[config.mk]
export PLATFORM = sky130hd
export DESIGN_NAME = nec_uart_ctrl
export DESIGN_NICKNAME = d
export VERILOG_FILES = /design/src/rtl/nec_uart_pkg.sv /design/src/rtl/nec_evt_fifo.sv /design/src/rtl/nec_uart_ctrl.sv
export SDC_FILE = /design/constraint.sdc
export NUM_CORES = 1
export LEC_CHECK = 0
export BUFFER_PORTS_ARGS = -buffer_cell sky130_fd_sc_hd__buf_2
export CAP_MARGIN = 25
export CORE_MARGIN = 2
export CORE_UTILIZATION = 55
export CTS_CLUSTER_DIAMETER = 40
export DETAILED_ROUTE_END_ITERATION = 8
export PLACE_DENSITY = 0.73
export SYNTH_ARGS = -nofsm -noshare
export SYNTH_HDL_FRONTEND = slang
export SYNTH_SLANG_ARGS = --single-unit
export TNS_END_PERCENT = 30
[constraint.sdc]
create_clock -name sys_clk -period 4.4 [get_ports sys_clk]
set_input_delay 0.44 -clock sys_clk [delete_from_list [all_inputs] [get_ports sys_clk]]
set_output_delay 0.44 -clock sys_clk [all_outputs]
set_load 0.1 [all_outputs]
[src/rtl/nec_uart_pkg.sv]
`default_nettype none
// ============================================================================
// nec_uart_pkg : shared types and constants for the NEC-to-UART event path
// Revision     : 1.0
// ============================================================================
package nec_uart_pkg;

  localparam logic [7:0] HDR_FRAME  = 8'h55;
  localparam logic [7:0] HDR_REPEAT = 8'h52;

  typedef struct packed {
    logic       rpt;
    logic [7:0] addr;
    logic [7:0] cmd;
  } nec_evt_t;

  typedef enum logic [1:0] {IDLE, HDR, ADDR, CMD} tx_state_e;

  function automatic logic [7:0] hdr_byte(input logic rpt);
    return rpt ? HDR_REPEAT : HDR_FRAME;
  endfunction

endpackage
`default_nettype wire

[src/rtl/nec_evt_fifo.sv]
`default_nettype none
// ============================================================================
// nec_evt_fifo : synchronous event FIFO; full is judged before any same-cycle pop
// Revision     : 1.0
// ============================================================================
module nec_evt_fifo
  import nec_uart_pkg::*;
#(
  parameter int unsigned DEPTH = 4
) (
  input  logic     clk,
  input  logic     rst_n,
  input  logic     push,
  input  logic     pop,
  input  nec_evt_t din,
  output nec_evt_t dout,
  output logic     full,
  output logic     empty
);

  localparam int unsigned AW = $clog2(DEPTH);

  logic [AW:0] wr_ptr;
  logic [AW:0] rd_ptr;
  nec_evt_t    mem [DEPTH];
  logic        push_ok;
  logic        pop_ok;

  // Pointers carry one extra wrap bit so full and empty are distinguishable.
  assign full    = (wr_ptr[AW] != rd_ptr[AW]) && (wr_ptr[AW-1:0] == rd_ptr[AW-1:0]);
  assign empty   = (wr_ptr == rd_ptr);
  assign push_ok = push && !full;
  assign pop_ok  = pop && !empty;
  assign dout    = mem[rd_ptr[AW-1:0]];

  always_ff @(posedge clk or negedge rst_n) begin
    if (!rst_n) begin
      wr_ptr <= '0;
      rd_ptr <= '0;
    end else begin
      if (push_ok) wr_ptr <= wr_ptr + (AW+1)'(1);
      if (pop_ok)  rd_ptr <= rd_ptr + (AW+1)'(1);
    end
  end

  always_ff @(posedge clk) begin
    if (push_ok) mem[wr_ptr[AW-1:0]] <= din;
  end

endmodule
`default_nettype wire

[src/rtl/nec_uart_ctrl.sv]
`default_nettype none
// ============================================================================
// nec_uart_ctrl : validates NEC frames/repeats, queues events, sends 3-byte packets
// Revision      : 1.0
// ============================================================================
module nec_uart_ctrl
  import nec_uart_pkg::*;
#(
  parameter int unsigned FIFO_DEPTH = 4,
  parameter int unsigned REPEAT_DIV = 1
) (
  input  logic        sys_clk,
  input  logic        sys_rst_n,
  input  logic [31:0] frame_in,
  input  logic        frame_en,
  input  logic        repeat_en,
  output logic [7:0]  tx_data,
  output logic        tx_valid,
  input  logic        tx_ready,
  output logic        frame_err,
  output logic [7:0]  drop_cnt
);

  localparam logic [7:0] RPT_DIV = 8'(REPEAT_DIV);

  logic       last_ok;
  logic [7:0] last_addr;
  logic [7:0] last_cmd;
  logic [7:0] rpt_cnt;
  logic [7:0] rpt_next;
  logic       frame_ok;
  logic       rpt_live;
  logic       rpt_hit;
  logic       push_req;
  logic       fifo_push;
  logic       fifo_pop;
  logic       fifo_full;
  logic       fifo_empty;
  nec_evt_t   push_evt;
  nec_evt_t   fifo_dout;
  nec_evt_t   pkt;
  tx_state_e  state;
  logic       xfer;
  logic [1:0] drop_inc;
  logic [8:0] drop_sum;
  logic       unused_naddr;

  // The inverted address byte is deliberately ignored so extended NEC passes.
  assign unused_naddr = ^frame_in[23:16];

  assign frame_ok  = frame_en && (frame_in[15:8] == ~frame_in[7:0]);
  assign rpt_live  = repeat_en && !frame_en && last_ok;
  assign rpt_next  = rpt_cnt + 8'd1;
  assign rpt_hit   = rpt_live && (rpt_next == RPT_DIV);
  assign push_req  = frame_ok || rpt_hit;
  assign fifo_push = push_req && !fifo_full;
  assign push_evt  = frame_ok ? '{rpt: 1'b0, addr: frame_in[31:24], cmd: frame_in[15:8]}
                              : '{rpt: 1'b1, addr: last_addr, cmd: last_cmd};

  assign drop_inc = {1'b0, push_req && fifo_full}
                  + {1'b0, repeat_en && frame_en}
                  + {1'b0, repeat_en && !frame_en && !last_ok};
  assign drop_sum = {1'b0, drop_cnt} + {7'd0, drop_inc};

  nec_evt_fifo #(
    .DEPTH (FIFO_DEPTH)
  ) u_fifo (
    .clk   (sys_clk),
    .rst_n (sys_rst_n),
    .push  (fifo_push),
    .pop   (fifo_pop),
    .din   (push_evt),
    .dout  (fifo_dout),
    .full  (fifo_full),
    .empty (fifo_empty)
  );

  always_ff @(posedge sys_clk or negedge sys_rst_n) begin
    if (!sys_rst_n) begin
      last_ok   <= 1'b0;
      last_addr <= 8'h00;
      last_cmd  <= 8'h00;
      rpt_cnt   <= 8'h00;
      frame_err <= 1'b0;
      drop_cnt  <= 8'h00;
    end else begin
      frame_err <= frame_en && !frame_ok;
      drop_cnt  <= drop_sum[8] ? 8'hFF : drop_sum[7:0];
      if (frame_ok) begin
        last_ok   <= 1'b1;
        last_addr <= frame_in[31:24];
        last_cmd  <= frame_in[15:8];
        rpt_cnt   <= 8'h00;
      end else if (rpt_live) begin
        rpt_cnt   <= rpt_hit ? 8'h00 : rpt_next;
      end
    end
  end

  assign xfer = tx_valid && tx_ready;

  always_comb begin
    fifo_pop = 1'b0;
    case (state)
      IDLE:    fifo_pop = !fifo_empty;
      CMD:     fifo_pop = xfer && !fifo_empty;
      default: fifo_pop = 1'b0;
    endcase
  end

  // tx_data is loaded one byte ahead so the output stays registered and stable.
  always_ff @(posedge sys_clk or negedge sys_rst_n) begin
    if (!sys_rst_n) begin
      state    <= IDLE;
      tx_valid <= 1'b0;
      tx_data  <= 8'h00;
      pkt      <= '0;
    end else begin
      case (state)
        IDLE: begin
          if (fifo_pop) begin
            pkt      <= fifo_dout;
            tx_data  <= hdr_byte(fifo_dout.rpt);
            tx_valid <= 1'b1;
            state    <= HDR;
          end
        end
        HDR: begin
          if (xfer) begin
            tx_data <= pkt.addr;
            state   <= ADDR;
          end
        end
        ADDR: begin
          if (xfer) begin
            tx_data <= pkt.cmd;
            state   <= CMD;
          end
        end
        CMD: begin
          if (xfer) begin
            if (fifo_pop) begin
              pkt     <= fifo_dout;
              tx_data <= hdr_byte(fifo_dout.rpt);
              state   <= HDR;
            end else begin
              tx_valid <= 1'b0;
              state    <= IDLE;
            end
          end
        end
        default: begin
          tx_valid <= 1'b0;
          state    <= IDLE;
        end
      endcase
    end
  end

endmodule
`default_nettype wire

==> results of run 1 <==
synth_stat cells, types with 2 or more instances:
cell type  count  area (µm²)
mux2_4        10         150
nand4_1        2        12.5
a211oi_1       3        22.5
nor2_1        15        56.3
and3_1         2        12.5
mux4_1         4         105
a22oi_1        4        30.0
o21a_1         2        15.0
nor3_1         2        10.0
edfxtp_1      68        2040
dfrtp_1       67        1680
a22o_1         5        43.8
nand3b_1       2        15.0
mux2_2         8        90.1
o21ai_0       10        50.1
fa_1           2        40.0
mux4_2        13         293
xnor2_1       17         149
inv_1         12        45.0
xor2_1         8        70.1
ha_1          14         175
or2_2          2        12.5
a21o_1         3        22.5
nand3_1        8        40.0
nand2_1       75         282
clkbuf_1      10        37.5
a21oi_1       11        55.1
o211ai_1       3        22.5
nand2b_1       3        18.8
nor4_1         2        12.5
buf_2          2        10.0
and2_1         4        25.0
path summary, 6_finish.rpt:
kind / slack [ps] / endpoint / depth (start not counted) / startpoint
hold / removal: 210 / last_addr[1]$_DFFE_PN0N_ / 3 / frame_in[25]
setup / recovery: 700 / drop_cnt[4]$_DFF_PN0_ / 14 / rpt_cnt[0]$_DFFE_PN0P_
setup reg to reg: 700 / drop_cnt[4]$_DFF_PN0_ / 14 / rpt_cnt[0]$_DFFE_PN0P_
max in group asynchronous: 3020 / tx_valid$_DFFE_PN0P_ / 3 / sys_rst_n
min in group asynchronous: 360 / drop_cnt[2]$_DFF_PN0_ / 2 / sys_rst_n
hold reg to reg: 480 / tx_data[4]$_DFFE_PN0P_ / 1 / tx_data[4]$_DFFE_PN0P_
registers in the layout, summed over array words and instances (netlist names), 3 cells and up:
| name | count |
|---|---|
| drop_cnt | 8 |
| last_addr | 8 |
| last_cmd | 8 |
| pkt | 16 |
| rpt_cnt | 8 |
| tx_data | 8 |
| u_fifo.mem | 68 |
| u_fifo.rd_ptr | 3 |
| u_fifo.wr_ptr | 3 |
power breakdown:
group | internal, mW | total, mW | switching [mW]
Combinational | 0.641 | 1.79 | 1.15
Clock | 0.743 | 1.26 | 0.512
Sequential | 1.56 | 1.72 | 0.163
metrics by stage:
step / total power, mW / worst slack [ps]
after floorplan: 3.20 / 1040
after global placement: 3.48 / 799
after detailed placement: 3.53 / 710
after CTS: 4.81 / 688
after global routing: 5.02 / 337
final: 4.77 / 705
final cells by class:
| type | instances | area, µm² |
|---|---|---|
| flip-flops and latches | 135 | 3720 |
| inverters | 12 | 45.0 |
| well taps | 136 | 170 |
| fillers | 742 | 3530 |
| clock inverters | 13 | 108 |
| repair buffers | 56 | 308 |
| clock buffers | 19 | 422 |
| multi-input cells | 251 | 2020 |
critical path: cells and delay by family, from the launching register on:
family          cells  cell delay [ps]
fa+ha+maj           4             1460
compound gates      4             1040
simple gates        5              600
flops               1              420
buf+inv             1               40
logic make-up (layout without fill, tap and decap cells):
kind of cell / after synthesis / in the layout / synth area share (%)
buffers and inverters: 28 / 100 / 2.22
muxes: 36 / 36 / 11.1
AOI/OAI and AO/OA: 52 / 52 / 6.53
xor gates and xnor gates: 26 / 26 / 4.01
adders and majority gates: 16 / 16 / 3.67
and+or+nand+nor: 121 / 121 / 9.07
DFF: 135 / 135 / 63.4
layer usage:
layer  global-route usage (%)  routed length, µm  vias up
li1                         -                  -     1618
met1                     27.1               4760     1709
met2                     34.0               5500       68
met3                     4.84                442       19
met4                     9.65                259        0
met5                        0                  0        -
layout by cell type (no fill, tap or decap), types with 3 or more instances in the layout:
cell type and n:
a211oi_1 3, a21o_1 3, a21oi_1 11, a22o_1 5
a22oi_1 4, and2_1 4, buf_2 46, buf_4 9
clkbuf_16 16, clkinv_2 4, clkinv_4 3, dfrtp_1 67
edfxtp_1 68, ha_1 14, inv_1 12, mux2_2 8
mux2_4 10, mux4_1 4, mux4_2 13, nand2_1 75
nand2b_1 3, nand3_1 8, nor2_1 15, o211ai_1 3
o21ai_0 10, xnor2_1 17, xor2_1 8
repair_timing:
item / CTS / global route
hold buffers: 1 / 0
hold endpoints to repair: 14 / 0
buffers inserted: 0 / 0
==> results.py, run 1 <==
metrics = {
    "outcome": {
        "status": "finished, final reports clean",
    },
    "global_routing": {
        "groute.usage.overall_pct": 21.0,
        "grt_pass1_vias": 3469,
        "grt_max_degree": 54,
        "grt_pass1_wl_mm": 17.8,
        "antenna_found_initial": 0,
        "grt_overflow": 0,
    },
    "layout": {
        "nets": 526,
        "finalCoreUtilization_pct": 65.8,
        "drive_above_1_share_pct": 25.3,
        "stdcell_count": 622,
        "final_design_area_no_fill_um2": 6790,
        "insertedDiodeCount": 0,
        "area_delta_synth_final_pct": 15.8,
    },
    "cts": {
        "h-tree-depth": 4,
        "path_clk_slew_ps": 60,
        "clkLatencyLatePin_ps": 520,
        "cts.sinks": 135,
        "ctsLongestPathBuffers": 2,
        "root_buffer": "clkbuf_8",
        "postCtsResizedCells": 0,
        "cts_buffers": 17,
        "cts_tree": "done",
    },
    "yosys": {
        "ys_async_sr_fraction_pct": 49.6,
        "postSynthAreaPerCell_um2": 14.2,
        "ys_seq_area_share_pct": 63.4,
        "synth_edf_count": 68,
        "synth_flop_cell": "edfxtp_1",
        "synth_cells": 414,
        "synth_cell_type_count": 53,
        "syn-cell-area_um2": 5860,
        "synth_warnings": 0,
        "ys_ff_latch": 135,
        "synth_nets": 467,
    },
    "route": {
        "ant_nets": 0,
        "vias": 3414,
        "routedWlPerCell_um": 17.6,
        "postRouteWirelength_mm": 11.0,
        "viasPerCell": 5.49,
        "firstDrtPassIters": 4,
        "drtIter0Drc": 186,
        "drc": 0,
    },
    "sta": {
        "clock.fmax_mhz": 271,
        "fin_skew_ps": 8.68,
        "period_minus_slack_ps": 3700,
        "setup_tns_ps": 0,
        "relSlewSlack_pct": 32.1,
        "worst_slew_pin_slew_ps": 1020,
        "rsz0062_at_grt": "no",
        "setup_viol": 0,
        "fin_crit_sh_pct": 84.0,
        "whs_ps": 205,
        "hold_viol_final": 0,
        "slew_violations": 0,
    },
    "placed_design": {
        "io_buffers": 46,
        "dpl.cell_count": 589,
        "place_area_um2": 6250,
        "dp_hpwl_mm": 6.75,
        "place_congestion": 0.809,
    },
    "floorplan": {
        "dieWidth_um": 107,
        "core_area_um2": 10300,
        "io_pins": 55,
        "die_h_um": 107,
        "start_util_pct": 56.8,
        "rows": 37,
        "design.die.area_um2": 11500,
    },
    "critical_path": {
        "cp.required_ps": 4780,
        "cp_slowest_stage_delay_ps": 510,
        "cp_max_fo": 7,
        "cp_cell_sequence": "ha_1 -> a211o_1 -> a211oi_1 -> o2111ai_1 -> o21ai_0 -> nand2_1 -> fa_1 -> inv_1 -> ha_1 -> fa_1 -> nand2_1 -> nor2_1 -> nand3_1 -> nand2_1",
        "worstPathArrival_ps": 4080,
        "cp_slowest_cell": "fa_1",
        "worst_setup_path_end_kind": "flip-flop",
        "crit_top_cell": "nand2_1",
        "path_class": "flip-flop to flip-flop",
        "startpoint_type": "flip-flop",
    },
    "pwr": {
        "max-vdd-ir-drop_mv": 0.482,
        "power.density_nw_per_um2": 703,
        "power.leakage_nw": 2.91,
    },
    "job": {
        "drv_cap": 0,
    },
    "worst_hold_path": {
        "worstHoldPathType": "input port to flip-flop",
    },
}
(Power assumes the default switching activity.)
==> run 2, diff against run 1 <==
ABC_AREA = 1   (was default)
CORE_UTILIZATION = 54   (was 55)
PLACE_DENSITY = 0.74   (was 0.73)
clock period = 3.3 ns   (was 4.4 ns; I/O delays follow)
==> results.py, run 2 <==
metrics = {
    "outcome": {
        "status": "finished, final reports clean",
    },
    "sta": {
        "clock.fmax_mhz": 320,
        "fin_skew_ps": 5.50,
        "setup_viol": 0,
        "hold_viol_final": 0,
        "slew_violations": 0,
        "relSlewSlack_pct": 45.8,
        "fin_crit_sh_pct": 94.6,
        "period_minus_slack_ps": 3120,
        "setup_tns_ps": 0,
        "layout_setup_ws_ps": 180,
        "worst_slew_pin_slew_ps": 813,
        "whs_ps": 11.3,
    },
    "placed_design": {
        "dp_hpwl_mm": 7.72,
        "io_buffers": 46,
        "place_ws_ps": -38.4,
        "place_congestion": 0.840,
    },
    "route": {
        "postRouteWirelength_mm": 12.0,
        "ant_nets": 0,
        "firstDrtPassIters": 5,
        "viasPerCell": 5.24,
        "drc": 0,
        "routedWlPerCell_um": 14.7,
        "drtIter0Drc": 282,
        "vias": 4277,
    },
    "layout": {
        "area_delta_synth_final_pct": 16.3,
        "largest_reg_flops": 68,
        "drive_above_1_share_pct": 23.3,
        "nFillCells": 887,
        "register_area_um2": 3720,
        "nets": 713,
        "multi_input_area_um2": 2110,
        "insertedDiodeCount": 0,
        "layout_common_cells": "142 x nand2_1, 68 x edfxtp_1, 65 x dfrtp_1, 58 x inv_1, 57 x nor2_1",
        "final_common_cell": "nand2_1",
    },
    "pwr": {
        "max-vdd-ir-drop_mv": 0.819,
        "power.leakage_nw": 3.28,
        "power.density_nw_per_um2": 647,
        "total_power_mw": 4.64,
    },
    "yosys": {
        "synthAdderAreaFrac_pct": 3.49,
        "synth_common_cells": "143 x nand2_1, 68 x edfxtp_1, 67 x dfrtp_1, 58 x inv_1, 58 x nor2_1",
        "synth_top_area_share_pct": 33.1,
        "ys_async_sr_fraction_pct": 49.6,
        "syn-cell-area_um2": 6170,
        "synth_flop_cell": "edfxtp_1",
        "ys_seq_area_share_pct": 60.3,
        "synth_xor_area_share_pct": 1.24,
        "synth_compound_area_share_pct": 9.94,
        "synth-simple-area-share_pct": 19.0,
        "synth.most_common_cell": "nand2_1",
        "synth_area_leaders": "edfxtp_1 33%, dfrtp_1 27%, nand2_1 8.7%, o21ai_0 3.7%, inv_1 3.5%",
        "yosys-mux-area-fraction_pct": 0,
        "synth_warnings": 0,
        "postSynthAreaPerCell_um2": 10.3,
        "synth_edf_count": 68,
        "ys_ff_latch": 135,
        "synth_nets": 653,
        "yosysTopAreaCell": "edfxtp_1",
        "synth_top_family_by_area": "simple AND/OR/NAND/NOR gates",
        "synth_cell_type_count": 41,
        "synth_cells": 600,
    },
    "floorplan": {
        "dieWidth_um": 111,
        "die_h_um": 111,
        "core_area_um2": 11300,
        "start_util_pct": 54.7,
        "design.die.area_um2": 12300,
        "io_pins": 55,
        "rows": 39,
    },
    "global_routing": {
        "groute.usage.overall_pct": 20.7,
        "grt_pass1_vias": 4136,
        "grt_max_degree": 37,
        "antenna_found_initial": 0,
        "grt_overflow": 0,
        "grt_pass1_wl_mm": 19.8,
    },
    "critical_path": {
        "worst_setup_path_end_kind": "flip-flop",
        "worstPathArrival_ps": 3420,
        "startpoint_type": "flip-flop",
        "cp_max_fo": 5,
        "path_class": "flip-flop to flip-flop",
        "cp.required_ps": 3600,
    },
    "cts": {
        "path_clk_slew_ps": 60,
        "cts.sinks": 135,
        "root_buffer": "clkbuf_16",
        "cts_tree": "done",
        "cts_buffers": 17,
        "ctsLongestPathBuffers": 2,
        "clkLatencyLatePin_ps": 410,
        "hold_buffers": 0,
        "h-tree-depth": 4,
    },
    "worst_hold_path": {
        "worstHoldPathType": "input port to async pin",
    },
    "job": {
        "drv_cap": 0,
    },
}
[run 2: changes by cell type in the layout (fill, tap and decap cells not counted), sizes merged, moves of 19 or more]
| cell | change |
|---|---|
| nor2 | +48 |
| o21ai | +56 |
| nand2 | +91 |
| inv | +51 |
| mux2 | -19 |
| o22ai | +20 |
[run 2: worst paths after layout]
kind,start,endpoint,slack (ps),cells past startpoint
worst min-delay path,sys_rst_n,pkt[2]$_DFFE_PN0P_,10,1
worst min register to register,tx_data[2]$_DFFE_PN0P_,tx_data[2]$_DFFE_PN0P_,480,2
max in group asynchronous,sys_rst_n,rpt_cnt[1]$_DFFE_PN0P_,2320,2
min in group sys_clk,frame_in[27],last_addr[3]$_DFFE_PN0N_,210,3
worst max register to register,rpt_cnt[0]$_DFFE_PN0P_,drop_cnt[7]$_DFF_PN0_,180,18
worst max-delay path,rpt_cnt[0]$_DFFE_PN0P_,drop_cnt[7]$_DFF_PN0_,180,18
[run 2: what timing repair did]
item	in CTS	in global routing
gates resized for setup	1	8
pin swaps	0	2
buffers inserted	0	2
endpoints found under the setup margin	2	8
[run 2: kinds of logic (layout without fill, tap and decap cells)]
family                     after synthesis  after routing
and+or+nand+nor                        262            262
DFF                                    135            135
AOI/OAI and AO/OA                       99             99
buffers and inverters                   81            154
adders and majority gates               16             16
xor gates and xnor gates                 7              7
[run 2: critical path, cell delays in order (launching register included)]
cell and delay, ps:
dfrtp_2 450, inv_1 90, ha_1 150, nand4_1 110
nor2_2 150, nand3_2 90, nor2_2 130, nand2_2 70
nand2_2 100, nand2_2 80, fa_1 520, inv_1 50
ha_1 220, fa_2 340, nand2_1 110, buf_4 130
nand3_1 70, o21ai_0 80, inv_1 60
[run 2: final cells by class]
class,instances,area share [%]
flip-flops and latches,135,51.9
multi-input cells,384,29.4
clock buffers,22,7.07
repair buffers,58,4.47
inverters,64,3.49
well taps,143,2.49
clock inverters,10,1.24
[run 2: power breakdown]
group	switching (mW)	internal, mW	total (mW)
sequential	0.115	1.91	2.02
clock	0.697	1.17	1.86
combinational	0.552	0.202	0.754
[run 2: through the flow]
| step | cells | utilization (%) | cell area [µm²] |
|---|---|---|---|
| 6_report | 816 | 63.6 | 7170 |
| 5_1_grt | 816 | 63.6 | 7170 |
| 4_1_cts | 814 | 63.2 | 7130 |
| 3_5_place_dp | 782 | 57.9 | 6530 |
| 3_3_place_gp | 782 | 57.9 | 6530 |
| 2_1_floorplan | 600 | - | 6170 |
[run 2: per-layer routing]
metal  part of all wire, %  global-route usage (%)  routed length (µm)
met1                    44                    26.1                5280
met3                   5.7                    6.40                 679
met4                   1.4                    7.42                 165
met2                    49                    34.0                5880
met5                     0                       0                   0
